File: src/rtl/logic_unit_arbiter.sv
`default_nettype none
// ============================================================================
//  Module   : logic_unit_arbiter
//  Purpose  : Round-robin arbiter that shares one logic unit among NUM_REQ
//             requesters, with a response handshake and a WAIT-state timeout.
//  Revision : 1.0  initial release
// ============================================================================
module logic_unit_arbiter #(
   parameter int inWidth  = 7,
   parameter int outWidth = 15,
   parameter int NUM_REQ  = 4
) (
   input  logic                         CLK,
   input  logic                         RST,
   input  logic [NUM_REQ-1:0]           Req_Valid,
   input  logic [NUM_REQ*(inWidth+1)-1:0] Req_A,
   input  logic [NUM_REQ*(inWidth+1)-1:0] Req_B,
   input  logic [NUM_REQ*2-1:0]         Req_FUN,
   output logic [NUM_REQ-1:0]           Req_Ready,
   output logic [NUM_REQ-1:0]           Resp_Valid,
   input  logic [NUM_REQ-1:0]           Resp_Ready,
   output logic [outWidth:0]            Resp_Data,
   output logic                         Resp_Err,
   output logic [inWidth:0]             LU_A,
   output logic [inWidth:0]             LU_B,
   output logic [1:0]                   LU_FUN,
   output logic                         LU_Enable,
   input  logic [outWidth:0]            LU_OUT,
   input  logic                         LU_Flag,
   output logic                         Busy
);

   localparam int             c_PW      = (NUM_REQ > 2) ? $clog2(NUM_REQ) : 1;
   localparam logic [c_PW-1:0] c_LAST   = c_PW'(NUM_REQ - 1);
   localparam logic [c_PW-1:0] c_ONE    = c_PW'(1);
   localparam logic [2:0]     c_TO_LAST = 3'd6;

   typedef enum logic [1:0] {
      S_IDLE  = 2'd0,
      S_ISSUE = 2'd1,
      S_WAIT  = 2'd2,
      S_RESP  = 2'd3
   } state_t;

   state_t              r_state, w_state;
   logic [c_PW-1:0]     r_ptr, w_ptr;
   logic [c_PW-1:0]     r_gnt, w_gnt_q;
   logic [inWidth:0]    r_a, w_a;
   logic [inWidth:0]    r_b, w_b;
   logic [1:0]          r_fun, w_fun;
   logic [2:0]          r_cnt, w_cnt;

   logic [NUM_REQ-1:0]  w_req_ready;
   logic [NUM_REQ-1:0]  w_resp_valid;
   logic [outWidth:0]   w_resp_data;
   logic                w_resp_err;
   logic [inWidth:0]    w_lu_a, w_lu_b;
   logic [1:0]          w_lu_fun;
   logic                w_lu_en;
   logic                w_busy;

   logic [c_PW-1:0]     w_hi, w_lo, w_gnt;
   logic                w_hi_found;

   // Rotating priority: lowest valid index at or above the pointer wins,
   // otherwise wrap around to the lowest valid index overall.
   always_comb begin
      w_hi       = '0;
      w_lo       = '0;
      w_hi_found = 1'b0;
      for (int i = NUM_REQ - 1; i >= 0; i--) begin
         if (Req_Valid[i]) begin
            w_lo = c_PW'(i);
            if (i >= int'(r_ptr)) begin
               w_hi       = c_PW'(i);
               w_hi_found = 1'b1;
            end
         end
      end
      w_gnt = w_hi_found ? w_hi : w_lo;
   end

   always_comb begin
      w_state      = r_state;
      w_ptr        = r_ptr;
      w_gnt_q      = r_gnt;
      w_a          = r_a;
      w_b          = r_b;
      w_fun        = r_fun;
      w_cnt        = r_cnt;
      w_req_ready  = '0;
      w_resp_valid = Resp_Valid;
      w_resp_data  = Resp_Data;
      w_resp_err   = Resp_Err;
      w_lu_a       = LU_A;
      w_lu_b       = LU_B;
      w_lu_fun     = LU_FUN;
      w_lu_en      = 1'b0;

      case (r_state)
         S_IDLE: begin
            if (|Req_Valid) begin
               w_req_ready[w_gnt] = 1'b1;
               w_gnt_q = w_gnt;
               w_a     = Req_A[w_gnt*(inWidth+1) +: (inWidth+1)];
               w_b     = Req_B[w_gnt*(inWidth+1) +: (inWidth+1)];
               w_fun   = Req_FUN[w_gnt*2 +: 2];
               w_state = S_ISSUE;
            end
         end
         S_ISSUE: begin
            w_lu_a   = r_a;
            w_lu_b   = r_b;
            w_lu_fun = r_fun;
            w_lu_en  = 1'b1;
            w_cnt    = '0;
            w_state  = S_WAIT;
         end
         S_WAIT: begin
            if (LU_Flag) begin
               w_resp_valid        = '0;
               w_resp_valid[r_gnt] = 1'b1;
               w_resp_data         = LU_OUT;
               w_resp_err          = 1'b0;
               w_lu_a              = '0;
               w_lu_b              = '0;
               w_lu_fun            = '0;
               w_state             = S_RESP;
            end else if (r_cnt == c_TO_LAST) begin
               w_cnt               = r_cnt + 3'd1;
               w_resp_valid        = '0;
               w_resp_valid[r_gnt] = 1'b1;
               w_resp_data         = '0;
               w_resp_err          = 1'b1;
               w_lu_a              = '0;
               w_lu_b              = '0;
               w_lu_fun            = '0;
               w_state             = S_RESP;
            end else begin
               w_cnt = r_cnt + 3'd1;
            end
         end
         S_RESP: begin
            if (Resp_Ready[r_gnt]) begin
               w_resp_valid = '0;
               w_ptr        = (r_gnt == c_LAST) ? '0 : (r_gnt + c_ONE);
               w_state      = S_IDLE;
            end
         end
         default: begin
            w_state = S_IDLE;
         end
      endcase

      w_busy = (w_state != S_IDLE);
   end

   always_ff @(posedge CLK or negedge RST) begin
      if (!RST) begin
         r_state    <= S_IDLE;
         r_ptr      <= '0;
         r_gnt      <= '0;
         r_a        <= '0;
         r_b        <= '0;
         r_fun      <= '0;
         r_cnt      <= '0;
         Req_Ready  <= '0;
         Resp_Valid <= '0;
         Resp_Data  <= '0;
         Resp_Err   <= 1'b0;
         LU_A       <= '0;
         LU_B       <= '0;
         LU_FUN     <= '0;
         LU_Enable  <= 1'b0;
         Busy       <= 1'b0;
      end else begin
         r_state    <= w_state;
         r_ptr      <= w_ptr;
         r_gnt      <= w_gnt_q;
         r_a        <= w_a;
         r_b        <= w_b;
         r_fun      <= w_fun;
         r_cnt      <= w_cnt;
         Req_Ready  <= w_req_ready;
         Resp_Valid <= w_resp_valid;
         Resp_Data  <= w_resp_data;
         Resp_Err   <= w_resp_err;
         LU_A       <= w_lu_a;
         LU_B       <= w_lu_b;
         LU_FUN     <= w_lu_fun;
         LU_Enable  <= w_lu_en;
         Busy       <= w_busy;
      end
   end

endmodule
`default_nettype wire

File: config.mk
export PLATFORM = sky130hd
export DESIGN_NAME = logic_unit_arbiter
export DESIGN_NICKNAME = d
export VERILOG_FILES = /design/src/rtl/logic_unit_arbiter.sv
export SDC_FILE = /design/constraint.sdc
export NUM_CORES = 1
export LEC_CHECK = 0
export ABC_AREA = 0
export CAP_MARGIN = 25
export CORE_ASPECT_RATIO = 0.75
export CORE_MARGIN = 10
export CORE_UTILIZATION = 44
export CTS_CLUSTER_SIZE = 25
export DETAILED_ROUTE_END_ITERATION = 8
export DONT_BUFFER_PORTS = 1
export PLACE_DENSITY_LB_ADDON = 0.3
export SYNTH_ARGS = -nofsm -noshare
export SYNTH_HDL_FRONTEND = slang
export SYNTH_SLANG_ARGS = --single-unit
File: constraint.sdc
create_clock -name CLK -period 1.85 [get_ports CLK]
set_input_delay 0.37 -clock CLK [delete_from_list [all_inputs] [get_ports CLK]]
set_output_delay 0.37 -clock CLK [all_outputs]
set_load 0.01 [all_outputs]
==> summary.txt, run 1 <==
Status
  – Run status: finished, violations left
  – Failing checks: hold timing

Timing
  – Final setup vio count: 0
  – Period utilisation layout: just over 90%
  – Worst hold slack after final layout: -0.285 ns
  – Unrepaired setup endpoints after global routing: false
  – Endpoints failing hold: between 70 and 80
  – Max Transition Viols Final: 0
  – Pin slew with the least headroom to its limit: ~0.34 ns
  – Post-route clock skew: 0.00865 ns
  – Remaining max-slew budget at the tightest pin: between 70% and 80%
  – Period minus WS final: between 1.5 and 2 ns
  – Max frequency: between 500 and 600 MHz
  – Total negative slack: 0 ns

Detailed routing
  – Pre-Repair DR Iteration Count: 4
  – Wire length on met1: between 3000 and 4000 um
  – Count of routing violations after the opening detailed-route iteration: approximately 220
  – Routed wire length per instance: between 20 and 25 um
  – DRC: 0
  – Wire length on met3: between 1000 and 1500 um
  – Metal2 WL: approximately 3800 um
  – Count of vias placed by the detailed router: 2375
  – Via/cell ratio: between 5 and 6
  – Total Routed Length: 8870 um
  – Highest routing layer actually used: met4
  – Post-detailed-route count of antenna-violating nets: 0

Floorplan
  – Height of the die: roughly 96 um
  – Effective utilization at floorplan: 45.6%
  – Die span in x: between 100 and 150 um
  – Area of the die: 0.0116 mm2
  – Total core area: ~0.0074 mm2
  – IO Pins: 144
  – Floorplan row count: 27

Critical path
  – Data arrival time of the critical path: ~1.9 ns
  – Data required time at the worst endpoint: slightly above 2 ns
  – Critical path type: reg -> reg
  – Startpoint Class: flop
  – Maximum fanout along the worst path: 17
  – Kind of capture point of the worst setup path: flop

Logic synthesis
  – Library cell with the largest summed area after synthesis: dfrtp_1
  – Proportion of netlist area held by the largest area contributor: between 50 and 60%
  – Main area contributors after synthesis: dfrtp_1 53%, mux2i_1 11%, nand2_1 7.7%
  – Sequential element share of the synthesized area: between 50% and 60%
  – Mapped Nets: around 420
  – EDFF count, synth: 0
  – Cell Area, Synth: 0.00337 mm2
  – Synth cell count leaders: 72 x dfrtp_1, 69 x nand2_1, 38 x mux2i_1
  – Synth Flop Type: dfrtp_1
  – Post-Synthesis Mean Instance Area: approximately 11 um2
  – Most frequent cell after synthesis: dfrtp_1
  – Share of synthesized flip-flops with an asynchronous set or reset: 100%
  – Flip-flop and latch count after synthesis: 72
  – Number of library cell types mapped by synthesis: 34
  – Gate count of the mapped netlist: 312
  – Warnings, synthesis: 0

CTS
  – Buffers inserted during post-CTS setup optimization: 0
  – Longest Clk Path Bufs: 2
  – Clock latency on the worst-skew pair: 0.34 ns
  – TritonCTS clock tree: done
  – H-Tree Depth: 3
  – Total clock buffers created by CTS: 9
  – Clock tree root buffer cell: clkbuf_8
  – CTS clk-pin slew, worst paths: 0.08 ns
  – Sinks on the clock net: 72

Layout
  – Fraction of final layout cells sized beyond drive strength 1: a little under an eighth
  – Final instance area: 0.00368 mm2
  – # nets final: between 400 and 500
  – Growth of design area from synthesis to finish: 9.17%
  – Diodes inserted: 0

Pwr
  – Total power after layout: 6.33 mW
  – Cell area power density: ~1700 mW/mm2
  – Leak pwr: 1.80 nW
  – Peak supply drop: between 0.7 and 0.8 mV

GRT
  – First-pass GRT wire length: 13900 um
  – Number of antenna violations at the first check in global routing: 0
  – Global router's overall resource usage: 15.1%
  – Via count of the first global-routing pass: ~2.6k
  – Remaining global-route overflow: 0
  – Pin count of the biggest net entering global routing: 73

Place
  – Gpl congestion: between 0.7 and 0.8
  – DP Area: approximately 0.0035 mm2
  – Count of port buffers added during placement: 0
  – Post-detailed-placement half-perimeter wirelength: around 6400 um

Job
  – Max cap viols: 0

Worst hold path
  – Hold Crit Class: in -> async
-- registers in the layout, summed over array words and instances, names as in the netlist --
| signal | cells |
|---|---|
| Busy | 1 |
| LU_A | 8 |
| LU_B | 8 |
| LU_Enable | 1 |
| LU_FUN | 2 |
| Req_Ready | 4 |
| Resp_Data | 16 |
| Resp_Err | 1 |
| Resp_Valid | 4 |
| r_a | 8 |
| r_b | 8 |
| r_cnt | 3 |
| r_fun | 2 |
| r_gnt | 2 |
| r_ptr | 2 |
| r_state | 2 |
-- path summary, 6_finish.rpt --
path,start,end,slack (ns),depth (start not counted)
min reg2reg,r_a[3]$_DFFE_PN0P_,LU_A[3]$_DFFE_PN0P_,0.47,2
min in group CLK,LU_OUT[10],Resp_Data[10]$_DFFE_PN0P_,0.15,1
min,RST,r_cnt[1]$_DFFE_PN0P_,-0.29,0
max,r_ptr[1]$_DFFE_PN0P_,r_a[7]$_DFFE_PN0P_,0.15,5
max in group asynchronous,RST,r_a[2]$_DFFE_PN0P_,2.02,0
max reg2reg,r_ptr[1]$_DFFE_PN0P_,r_a[7]$_DFFE_PN0P_,0.15,5
-- layout make-up --
cell class / count / area, um2
clock buffers: 11 / 141
inverters: 8 / 30.0
clock inverters: 5 / 56.3
fillers: 669 / 3720
flip-flops and latches: 72 / 1800
multi-input cells: 212 / 1410
well taps: 101 / 126
repair buffers: 13 / 114
-- cell usage in the layout, fill, tap and decap left out, drive strengths merged, types with 4 or more instances in the layout --
cell type | synthesis | layout
nand3 | 19 | 19
clkbuf | 3 | 11
a22o | 16 | 16
o21ai | 9 | 9
a21oi | 5 | 5
clkinv | 1 | 4
mux2i | 38 | 38
o221ai | 18 | 18
nor2 | 13 | 13
inv | 7 | 7
buf | 17 | 13
dfrtp | 72 | 72
ha | 6 | 6
nand2 | 70 | 70
-- critical path: stages (launching register included) --
cell,delay (ns)
dfrtp_1,0.42
mux2i_1,0.23
o221a_2,0.26
buf_4,0.27
mux2i_1,0.26
o221ai_1,0.13
-- logic make-up after synthesis --
kind of cell               count (synthesis)  share of synthesized area, %
and+or+nand+nor                          112                          14.2
DFF                                       72                          53.4
AOI/OAI and AO/OA                         54                          13.0
muxes                                     40                          12.4
buffers and inverters                     28                          4.79
adders and majority gates                  6                          2.23
-- layer usage --
layer	vias up	global-route usage (%)
met5	-	0
met4	0	2.91
met3	4	8.77
met2	117	22.4
met1	1139	19.0
li1	1115	-
-- stage by stage --
step                util [%]  std cells  setup slack, ns
finish                  49.8        422            0.145
global route            49.8        422           0.0170
CTS                     49.7        422            0.117
detailed placement      47.0        406            0.128
global placement        47.0        406            0.206
floorplan                  -        312            0.195
-- where the power goes --
group	internal, mW	switching, mW
clock network	0.658	0.573
registers	2.28	0.733
logic	0.950	1.14
total	3.88	2.44
-- repair_timing --
action / 4_1_cts / 5_1_grt
endpoints found under the hold margin: 72 / 72
resized for setup: 0 / 2
setup endpoints to repair: 0 / 6
No activity file was read; power rests on OpenSTA's default activity.
==> run 2, diff against run 1 <==
--- a/config.mk
+++ b/config.mk
@@ -13,6 +13,7 @@
 export CTS_CLUSTER_SIZE = 25
 export DETAILED_ROUTE_END_ITERATION = 8
 export DONT_BUFFER_PORTS = 1
+export GPL_ROUTABILITY_DRIVEN = 1
 export PLACE_DENSITY_LB_ADDON = 0.3
 export SYNTH_ARGS = -nofsm -noshare
 export SYNTH_HDL_FRONTEND = slang
==> results of run 2 <==
The final DEF is identical to that of run 1; final timing and power are the same.
